## config.mk

```make
export PLATFORM = sky130hd
export DESIGN_NAME = pipe_skid_buffer
export DESIGN_NICKNAME = d
export VERILOG_FILES = /design/src/rtl/pipe_skid_buffer.sv
export SDC_FILE = /design/constraint.sdc
export NUM_CORES = 1
export LEC_CHECK = 0
export ABC_AREA = 1
export BUFFER_PORTS_ARGS = -buffer_cell sky130_fd_sc_hd__buf_4
export CAP_MARGIN = 20
export CORE_MARGIN = 8
export CORE_UTILIZATION = 45
export CTS_BUF_LIST = sky130_fd_sc_hd__clkbuf_4
export DETAILED_ROUTE_END_ITERATION = 10
export PLACE_DENSITY = 0.7
export SYNTH_ARGS = -nofsm -noshare
export SYNTH_HDL_FRONTEND = slang
export SYNTH_SLANG_ARGS = --single-unit
```

## constraint.sdc

```tcl
create_clock -name CLOCK -period 1.2 [get_ports CLOCK]
set_input_delay 0.18 -clock CLOCK [delete_from_list [all_inputs] [get_ports CLOCK]]
set_output_delay 0.18 -clock CLOCK [all_outputs]
set_load 0.005 [all_outputs]
```

## src/rtl/pipe_skid_buffer.sv

```systemverilog
// Purpose : two-entry elastic stage (main + skid register) with VALID/READY on both sides.
// Latency : 1 cycle from input acceptance to OUT_VALID when the stage is empty or draining.
// Backpr. : IN_READY drops only when both entries are full; it and OUT_* come straight from flops.
//
// Ports:
//   CLOCK / RESET        rising-edge clock, asynchronous active-low reset
//   FLUSH                synchronous clear, discards every stored beat
//   IN_DATA / IN_VALID   producer beat, accepted when IN_VALID & IN_READY
//   IN_READY             stage has room (registered)
//   OUT_DATA / OUT_VALID head beat to the consumer (registered)
//   OUT_READY            consumer takes the head beat this cycle
//   LEVEL                number of stored beats: 0, 1 or 2
module pipe_skid_buffer #(
  parameter int WIDTH = 8
) (
  input  logic             CLOCK,
  input  logic             RESET,
  input  logic             FLUSH,
  input  logic [WIDTH-1:0] IN_DATA,
  input  logic             IN_VALID,
  output logic             IN_READY,
  output logic [WIDTH-1:0] OUT_DATA,
  output logic             OUT_VALID,
  input  logic             OUT_READY,
  output logic [1:0]       LEVEL
);

  // The state encoding doubles as the occupancy count driven on LEVEL.
  localparam logic [1:0] ST_EMPTY = 2'd0;
  localparam logic [1:0] ST_ONE   = 2'd1;
  localparam logic [1:0] ST_FULL  = 2'd2;

  logic [1:0]       state_q, state_d;
  logic [WIDTH-1:0] main_q, main_d;   // head beat, drives OUT_DATA
  logic [WIDTH-1:0] skid_q, skid_d;   // second beat, caught while the consumer stalls
  logic             out_valid_q, out_valid_d;
  logic             in_ready_q, in_ready_d;

  logic in_fire;
  logic out_fire;

  assign in_fire  = IN_VALID & in_ready_q;
  assign out_fire = out_valid_q & OUT_READY;

  always_comb begin
    state_d = state_q;
    main_d  = main_q;
    skid_d  = skid_q;

    case (state_q)
      ST_EMPTY: begin
        if (in_fire) begin
          state_d = ST_ONE;
          main_d  = IN_DATA;
        end
      end

      ST_ONE: begin
        if (in_fire && out_fire) begin
          // Head leaves and the new beat replaces it in the same edge.
          main_d = IN_DATA;
        end else if (in_fire) begin
          // Consumer stalled: park the new beat behind the head.
          state_d = ST_FULL;
          skid_d  = IN_DATA;
        end else if (out_fire) begin
          state_d = ST_EMPTY;
        end
      end

      ST_FULL: begin
        // IN_READY is low here, so only the output side can move.
        if (out_fire) begin
          state_d = ST_ONE;
          main_d  = skid_q;
        end
      end

      default: begin
        state_d = ST_EMPTY;
      end
    endcase

    // Flush drops all stored beats but leaves the data registers alone,
    // so OUT_DATA does not toggle.
    if (FLUSH) begin
      state_d = ST_EMPTY;
      main_d  = main_q;
      skid_d  = skid_q;
    end
  end

  // Handshake outputs are precomputed from the next state so they can be
  // registered without adding a cycle of latency.
  assign out_valid_d = (state_d != ST_EMPTY);
  assign in_ready_d  = (state_d != ST_FULL);

  always_ff @(posedge CLOCK or negedge RESET) begin
    if (!RESET) begin
      state_q     <= ST_EMPTY;
      main_q      <= '0;
      skid_q      <= '0;
      out_valid_q <= 1'b0;
      in_ready_q  <= 1'b1;
    end else begin
      state_q     <= state_d;
      main_q      <= main_d;
      skid_q      <= skid_d;
      out_valid_q <= out_valid_d;
      in_ready_q  <= in_ready_d;
    end
  end

  assign IN_READY  = in_ready_q;
  assign OUT_VALID = out_valid_q;
  assign OUT_DATA  = main_q;
  assign LEVEL     = state_q;

endmodule

```

Word-level counts from Yosys, hierarchy flattened
Index checks and enable logic that the tools add are counted.
Storage, ports and cells
  flip-flop bits (word level): 20
  input bits: 13
  output and inout bits: 12
Cells by class
  bitwise logic cells: 4
  reductions and logical operators: 6
  equality and inequality tests: 6
  mux-type cells: 11
Operators with widths (number)
  8-bit 2-to-1 mux: 3
  8-bit case mux with 3 select lines: 1
  2-bit 2-to-1 mux: 6
  2-bit != test, second input constant: 4
  2-bit case mux with 3 select lines: 1
  5-bit AND reduction: 1
  4-bit AND reduction: 1
  3-bit nonzero test: 1
  1-bit bitwise AND: 2
  2-bit by 1-bit equality test with 1-bit output, second input constant: 1
  2-bit equality test, second input constant: 1
  2-bit zero test: 1
  1-bit NOT: 2
  2-bit nonzero test: 1
  1-bit logical AND: 1

Longest topological paths before layout
Gate-level depths: netlist (run 1).
  word-level depth: 7
  mapped depth: 7
  depth with buffers taken out: 7

Worst setup path before layout (run 1)
OpenSTA, ideal clock, no wires.
  kind: flip-flop to flip-flop
  from: register in_ready_q (netlist: IN_READY)
  to: register main_q[0] (netlist: OUT_DATA[0])
  clock period less this slack: 1144 ps
  library setup time: 65 ps
  data required time: 1135 ps
  stages on the path, launching flop included: 7
  arrival: 1079 ps
  slack: 56 ps
  cells stage by stage: dfstp_2 -> nand2_2 -> nand2_2 -> nand2_1 -> nor2_4 -> nand2_1 -> nand2_1
Between the ends
  cells in the longest elaborated chain, start to end: 4
  elaborated cells on any way between the ends: 5
Ends and longest elaborated chain
  start: declaration: RTL line 37  | logic in_ready_q, in_ready_d;
  start signal: assignment: RTL line 110  | in_ready_q <= in_ready_d;
  1-bit bitwise AND (*): RTL line 42  | assign in_fire = IN_VALID & in_ready_q;
  1-bit logical AND: RTL line 59  | if (in_fire && out_fire) begin
  2-bit != test (no line)
  5-bit AND reduction (no line) (*)
  end signal: assignment: RTL line 107  | main_q <= main_d;
  end: declaration: RTL line 34  | logic [WIDTH-1:0] main_q, main_d;
Every way passes the cells marked *; elsewhere a longest branch is shown, timed or not.
A chain may end at the register's enable or synchronous reset.

Worst setup path after layout (run 1)
  from: register state_q[0] (netlist: LEVEL[0])
  to: register main_q[3] (netlist: OUT_DATA[3])
Between the ends
  cells in the longest elaborated chain, start to end: 3
  elaborated cells on any way between the ends: 9
Ends and longest elaborated chain
  start: declaration: RTL line 33  | logic [1:0] state_q, state_d;
  start signal: assignment: RTL line 106  | state_q <= state_d;
  2-bit by 1-bit equality test with 1-bit output, or another cell as far along: RTL line 50  | case (state_q)
  2-bit != test (no line) or 3-bit nonzero test (tied branches)
  5-bit AND reduction (no line)
Parallel ways exist; a longest one is shown, timed or not.

==> results.md, run 1 <==
* Total grt overflow at 0
* Number of max-cap violations at 0
* Net count reported at finish at 162
* Initial antenna violation count at 0
* Reg2reg start: LEVEL[0]$_DFF_PN0_
* Die height at 62.1 µm
* Worst setup SP type: flop
* Synthesized area per cell at 8.24 µm²
* Area share of the largest cell type after synthesis at 49.7%
* Synth top area cells: dfrtp_1, nand2_1, nand3_1
* YS warnings at 0
* Internal power at 1.40 mW
* Drt first pass iters at 4
* Avg Vias per Cell at 4.75
* Placement Cell Area at 0.00118 mm²
* Max Fclk at 0.845 GHz
* Reg2Reg Depth at 5
* Post-synthesis simple-gate area fraction at 38.4%
* Cell variety after synth at 16
* Synth cell count leaders: nand2_1, dfrtp_1, inv_1, nand3_1, nand2_2
* Pwr Density at 1660 mW/mm²
* Cts bufs inserted at 3
* Largest net degree at the start of global routing at 21
* Clk buf depth at 2
* Kind of critical path: reg2reg
* WHS at 117 ps
* Leak at 0.706 nW
* Post-synthesis mux area share at 0%
* CP Max Fanout at 8
* Post-synthesis async set-or-reset flop share at 100%
* Post-Syn Area at 956 µm²
* CTS Sinks at 20
* Worst setup startpoint: LEVEL[0]$_DFF_PN0_
* Placed instance count at 169
* Clk Latency, worst-skew pair at 300 ps
* Die area at 0.00386 mm²
* CTS tree: done
* Synth Register Bits at 20
* Initial Util at 48.2%
* PortBufs at 24
* Cells after Synth at 116
* Final Setup Violations at 0
* Setup tns final at 0 ps
* Total core area at 0.00198 mm²
* Layout cell share with drive strength beyond 1 at 33.8%
* Combinational power share at 31.9%
* Worst flop-to-flop path endpoint: OUT_DATA[3]$_DFFE_PN0P_
* Fill cell count at 166
* RSZ-0062 raised after global routing: yes
* Largest family of logic cells by synthesized area: simple AND/OR/NAND/NOR gates
* Residual DRC count at 0
* CP Capture Type: flop
* Wire length per cell at 12.1 µm
* Reg-to-reg slack, setup at 20 ps
* Post-DP HPWL at 1.67 mm
* Via count at 832
* Switching share of total power at 33.2%
* Ys flop type: dfrtp_1
* Overall Power at 2.10 mW
* Worst hold endpoint: skid_q[3]$_DFFE_PN0P_
* Clock transition at the registers of the reported paths at 110 ps
* Number of core rows at 16
* All-Layer GR Usage at 12.6%
* Min-delay src: IN_DATA[3]
* CP required at 1450 ps
* Compound-cell area share of the yosys netlist at 5.24%
* Worst Hold Depth at 3
* Flop pwr share at 51.0%
* Post-route insts no fill at 175
* VDD IR max at 0.921 mV
* Setup Skew at 4.06 ps
* CTS H-tree depth at 1
* Initial DRC count at 22
* Diode count at 0
* Vias in the first global route at 771
* Final Hold Fails at 0
* Area Growth Syn to Fin at 32.2%
* Clock root buffer master: clkbuf_4
* Gpl congestion at 0.724
* Final period util at 98.6%
* Post-synthesis xor/xnor area fraction at 0%
* Clock power share at 17.0%
* Remaining antenna violation count at 0
* Net Count, Synth at 129
* Final WL at 2.12 mm
* Most frequent cell after synthesis: nand2_1
* HP Class: in2reg
* I/O pins at 25
* Global-route wire length before repair at 3.53 mm
* Die W at 62.1 µm
* Sequential-to-total area share from yosys stat at 52.5%
* Fin crit period at 1180 ps
* Worst Tran Pin Value at 302 ps
* Status: completed
* Slew headroom at 79.9%
* Arrival time worst endpoint at 1430 ps
* NetSw at 0.697 mW
* Post-synthesis adder-cell area fraction at 0%
* Post-synth EDFFs at 0
* Post-route cell area at 0.00126 mm²
* Yosys top cell by area: dfrtp_1
* Slew Viols, Final at 0
## worst max path at each step
stage | slack (ps) | depth (start not counted) | endpoint
finish | 20 | 5 | OUT_DATA[3]$_DFFE_PN0P_
floorplan | 60 | 6 | OUT_DATA[0]$_DFFE_PN0P_
global route | -70 | 5 | OUT_DATA[3]$_DFFE_PN0P_
detailed placement | -40 | 6 | OUT_DATA[3]$_DFFE_PN0P_
CTS | 4 | 5 | OUT_DATA[3]$_DFFE_PN0P_
global placement | 6 | 6 | OUT_DATA[5]$_DFFE_PN0P_
## stage by stage
| step | worst slack [ps] | utilization, % |
|---|---|---|
| after floorplan | 56.0 | - |
| after global placement | 6.15 | 59.8 |
| after detailed placement | -35.5 | 59.8 |
| after CTS | 4.50 | 63.8 |
| after global routing | -67.1 | 63.8 |
| final | 16.8 | 63.8 |
## repair_timing
action	4_1_cts	5_1_grt
setup buffers	1	0
endpoints found under the setup margin	8	13
hold endpoints to repair	20	0
pin swaps	4	2
resized for setup	7	1
hold buffers	1	0
## worst max-delay path: stages, from the launching register on
cell and delay, ps:
dfrtp_2 480, o21ai_4 200, nand2_2 100, nor2_4 190, nand2_1 90, nand2_1 70
## power groups by stage
stage	clock network, mW	registers, mW	logic, mW
after floorplan	0	1.06	0.336
after global placement	0	1.06	0.632
after detailed placement	0	1.07	0.655
after CTS	0.363	1.07	0.683
after global routing	0.401	1.10	0.754
final	0.357	1.07	0.669
## flip-flops by register name (all words and copies together), names as in the netlist
register	count
OUT_VALID	1
skid_q	8
IN_READY	1
LEVEL	2
OUT_DATA	8
## final cells by class
class / instances / area (µm²) / area share [%]
multi-input cells: 87 / 445 / 35.2
flip-flops and latches: 20 / 504 / 39.9
well taps: 27 / 33.8 / 2.67
clock buffers: 4 / 30.0 / 2.38
repair buffers: 29 / 220 / 17.4
inverters: 8 / 30.0 / 2.38
## kinds of logic after synthesis
| kind of cell | Yosys count |
|---|---|
| AO/OA/AOI/OAI | 7 |
| buffers and inverters | 9 |
| flip-flops | 20 |
| AND/OR/NAND/NOR | 80 |
## layout by cell type (no fill, tap or decap)
| cell | instances |
|---|---|
| dfstp_2 | 1 |
| dfrtp_2 | 2 |
| o21ai_2 | 2 |
| clkbuf_4 | 4 |
| dlygate4sd3_1 | 1 |
| o21ai_1 | 2 |
| nand2_1 | 63 |
| inv_1 | 7 |
| nor2_8 | 1 |
| o21ai_0 | 1 |
| nor2_4 | 2 |
| o21ai_4 | 1 |
| dfrtp_1 | 17 |
| nand2_4 | 3 |
| nand3_1 | 7 |
| a21oi_2 | 1 |
| nand2_2 | 3 |
| nand4_4 | 1 |
| inv_2 | 1 |
| buf_4 | 28 |
## per-layer routing
| metal | vias to the layer above | global-route usage [%] | wire length [µm] |
|---|---|---|---|
| met5 | - | 0 | 0 |
| met4 | 0 | 5.84 | 41 |
| met2 | 26 | 20.1 | 1030 |
| met3 | 5 | 2.67 | 141 |
| met1 | 378 | 15.9 | 911 |
| li1 | 423 | - | - |
No activity file was read; power rests on OpenSTA's default activity.
==> run 2: changes to the inputs <==
--- a/config.mk
+++ b/config.mk
@@ -13,6 +13,8 @@
 export CTS_BUF_LIST = sky130_fd_sc_hd__clkbuf_4
 export DETAILED_ROUTE_END_ITERATION = 10
 export PLACE_DENSITY = 0.7
+export RECOVER_POWER = 25
+export SKIP_CTS_REPAIR_TIMING = 1
 export SYNTH_ARGS = -nofsm -noshare
 export SYNTH_HDL_FRONTEND = slang
 export SYNTH_SLANG_ARGS = --single-unit
==> run 2 against run 1 <==
Net effect:
- final cell count is the same
- non-clock buffer count unchanged
- worst setup slack got worse by 2.6 ps
- clock skew shrank 0.69 ps
- worst hold slack improved by 3.0 ps
- flip-flop and latch count unchanged
- count of clock-buffer cells in the layout is the same
- clock power decreased by 1%
- utilization did not move
- fmax fell by 0.22%
- sequential power about the same
- critical endpoint is now OUT_DATA[1]$_DFFE_PN0P_
- highest routed layer unchanged
==> results.md, run 2 (synthesis results as in run 1) <==
* Most common cell after layout, fill and taps aside: nand2_1
* Number of core rows at 16
* CP required at 1440 ps
* RSZ-0062 raised after global routing: yes
* Post-DP HPWL at 1.67 mm
* Cts bufs inserted at 3
* Clk Latency, worst-skew pair at 300 ps
* Initial DRC count at 24
* Slew Viols, Final at 0
* Kind of critical path: reg2reg
* Avg Vias per Cell at 4.70
* Arrival time worst endpoint at 1430 ps
* Gpl congestion at 0.724
* Critical path depth at 5
* CP Cell Sequence: o21ai_4 > nand2_2 > nor2_4 > nand2_1 > nand2_1
* Post-route cell area at 0.00126 mm²
* Die W at 62.1 µm
* Wire length per cell at 12.1 µm
* Fin crit period at 1190 ps
* Status: completed
* Worst Tran Pin Value at 481 ps
* Post-route insts no fill at 175
* Via count at 822
* Max Fclk at 0.843 GHz
* Final WL at 2.11 mm
* VDD IR max at 0.915 mV
* Clock root buffer master: clkbuf_4
* Total core area at 0.00198 mm²
* CTS tree: done
* Crit path largest cell delay at 480 ps
* HP Class: in2reg
* Placed instance count at 169
* Drt first pass iters at 4
* Leak at 0.706 nW
* CTS Sinks at 20
* Worst Hold Depth at 3
* Top Family by Delay on Critical Path: flip-flops
* Largest net degree at the start of global routing at 21
* Initial Util at 48.2%
* Final Setup Violations at 0
* Clock transition at the registers of the reported paths at 110 ps
* WP buf/inv at 0
* PortBufs at 24
* Final Hold Fails at 0
* Reg2Reg Depth at 5
* All-Layer GR Usage at 12.4%
* Diode count at 0
* Most frequent cells in the layout: nand2_1, buf_4, dfrtp_1
* Slew headroom at 67.9%
* Area Growth Syn to Fin at 32.2%
* Global-route wire length before repair at 3.45 mm
* Setup Skew at 3.37 ps
* Clk buf depth at 2
* I/O pins at 25
* Die area at 0.00386 mm²
* Residual DRC count at 0
* Pwr Density at 1650 mW/mm²
* CP Capture Type: flop
* Remaining antenna violation count at 0
* Vias in the first global route at 750
* Slowest cell on crit path: dfrtp_2
* CP Max Fanout at 8
* Number of max-cap violations at 0
* Total grt overflow at 0
* Layout cell share with drive strength beyond 1 at 34.5%
* Initial antenna violation count at 0
* Worst path most repeated cell: nand2_1
* Worst setup SP type: flop
* Die height at 62.1 µm
* Final core occ at 63.8%
* CTS H-tree depth at 1
* Net count reported at finish at 162
* Placement Cell Area at 0.00118 mm²
* Final period util at 98.8%
* Setup tns final at 0 ps
-- run 2: cell count changes in the layout (fill, tap and decap cells not counted) --
cell      previous run  this run
buf_4               28        27
clkbuf_2             0         1
nand2_1             63        62
nand2_2              3         4
o21ai_0              1         2
o21ai_1              2         1
-- run 2: area by class of cell --
class	count	area (µm²)
clock buffers	4	30.0
fillers	169	718
inverters	8	30.0
multi-input cells	87	448
flip-flops and latches	20	504
well taps	27	33.8
repair buffers	29	218
-- run 2: stage by stage --
step | total power [mW] | hold slack (ps) | setup slack [ps]
floorplan | 1.39 | -116 | 56.0
global placement | 1.69 | 66.0 | 6.15
detailed placement | 1.73 | 72.9 | -35.5
CTS | 2.08 | -262 | -61.4
global route | 2.25 | 116 | -68.3
finish | 2.09 | 120 | 14.2
-- run 2: worst min-delay path: stages --
cell and delay, ps:
buf_4 90, nand3_1 70, nand2_1 60
-- run 2: path summary, 6_finish.rpt --
| kind | start | endpoint | slack, ps |
|---|---|---|---|
| worst max-delay path | LEVEL[0]$_DFF_PN0_ | OUT_DATA[1]$_DFFE_PN0P_ | 10 |
| worst min-delay path | IN_DATA[1] | skid_q[1]$_DFFE_PN0P_ | 120 |
| worst max register to register | LEVEL[0]$_DFF_PN0_ | OUT_DATA[1]$_DFFE_PN0P_ | 10 |
| worst min register to register | OUT_DATA[5]$_DFFE_PN0P_ | OUT_DATA[5]$_DFFE_PN0P_ | 480 |
| max in group asynchronous | RESET | LEVEL[0]$_DFF_PN0_ | 500 |
| min in group asynchronous | RESET | skid_q[3]$_DFFE_PN0P_ | 360 |
-- run 2: layer usage --
layer,part of all wire [%],vias up,track usage [%]
met1,43,372,15.4
li1,-,422,-
met4,0.95,0,5.84
met3,6.3,3,2.67
met2,49,25,19.8
met5,0,-,0
-- run 2: power by group --
part | total, mW | internal [mW] | switching [mW]
clock | 0.352 | 0.152 | 0.200
sequential | 1.07 | 0.914 | 0.156
combinational | 0.669 | 0.332 | 0.338
total | 2.09 | 1.40 | 0.693
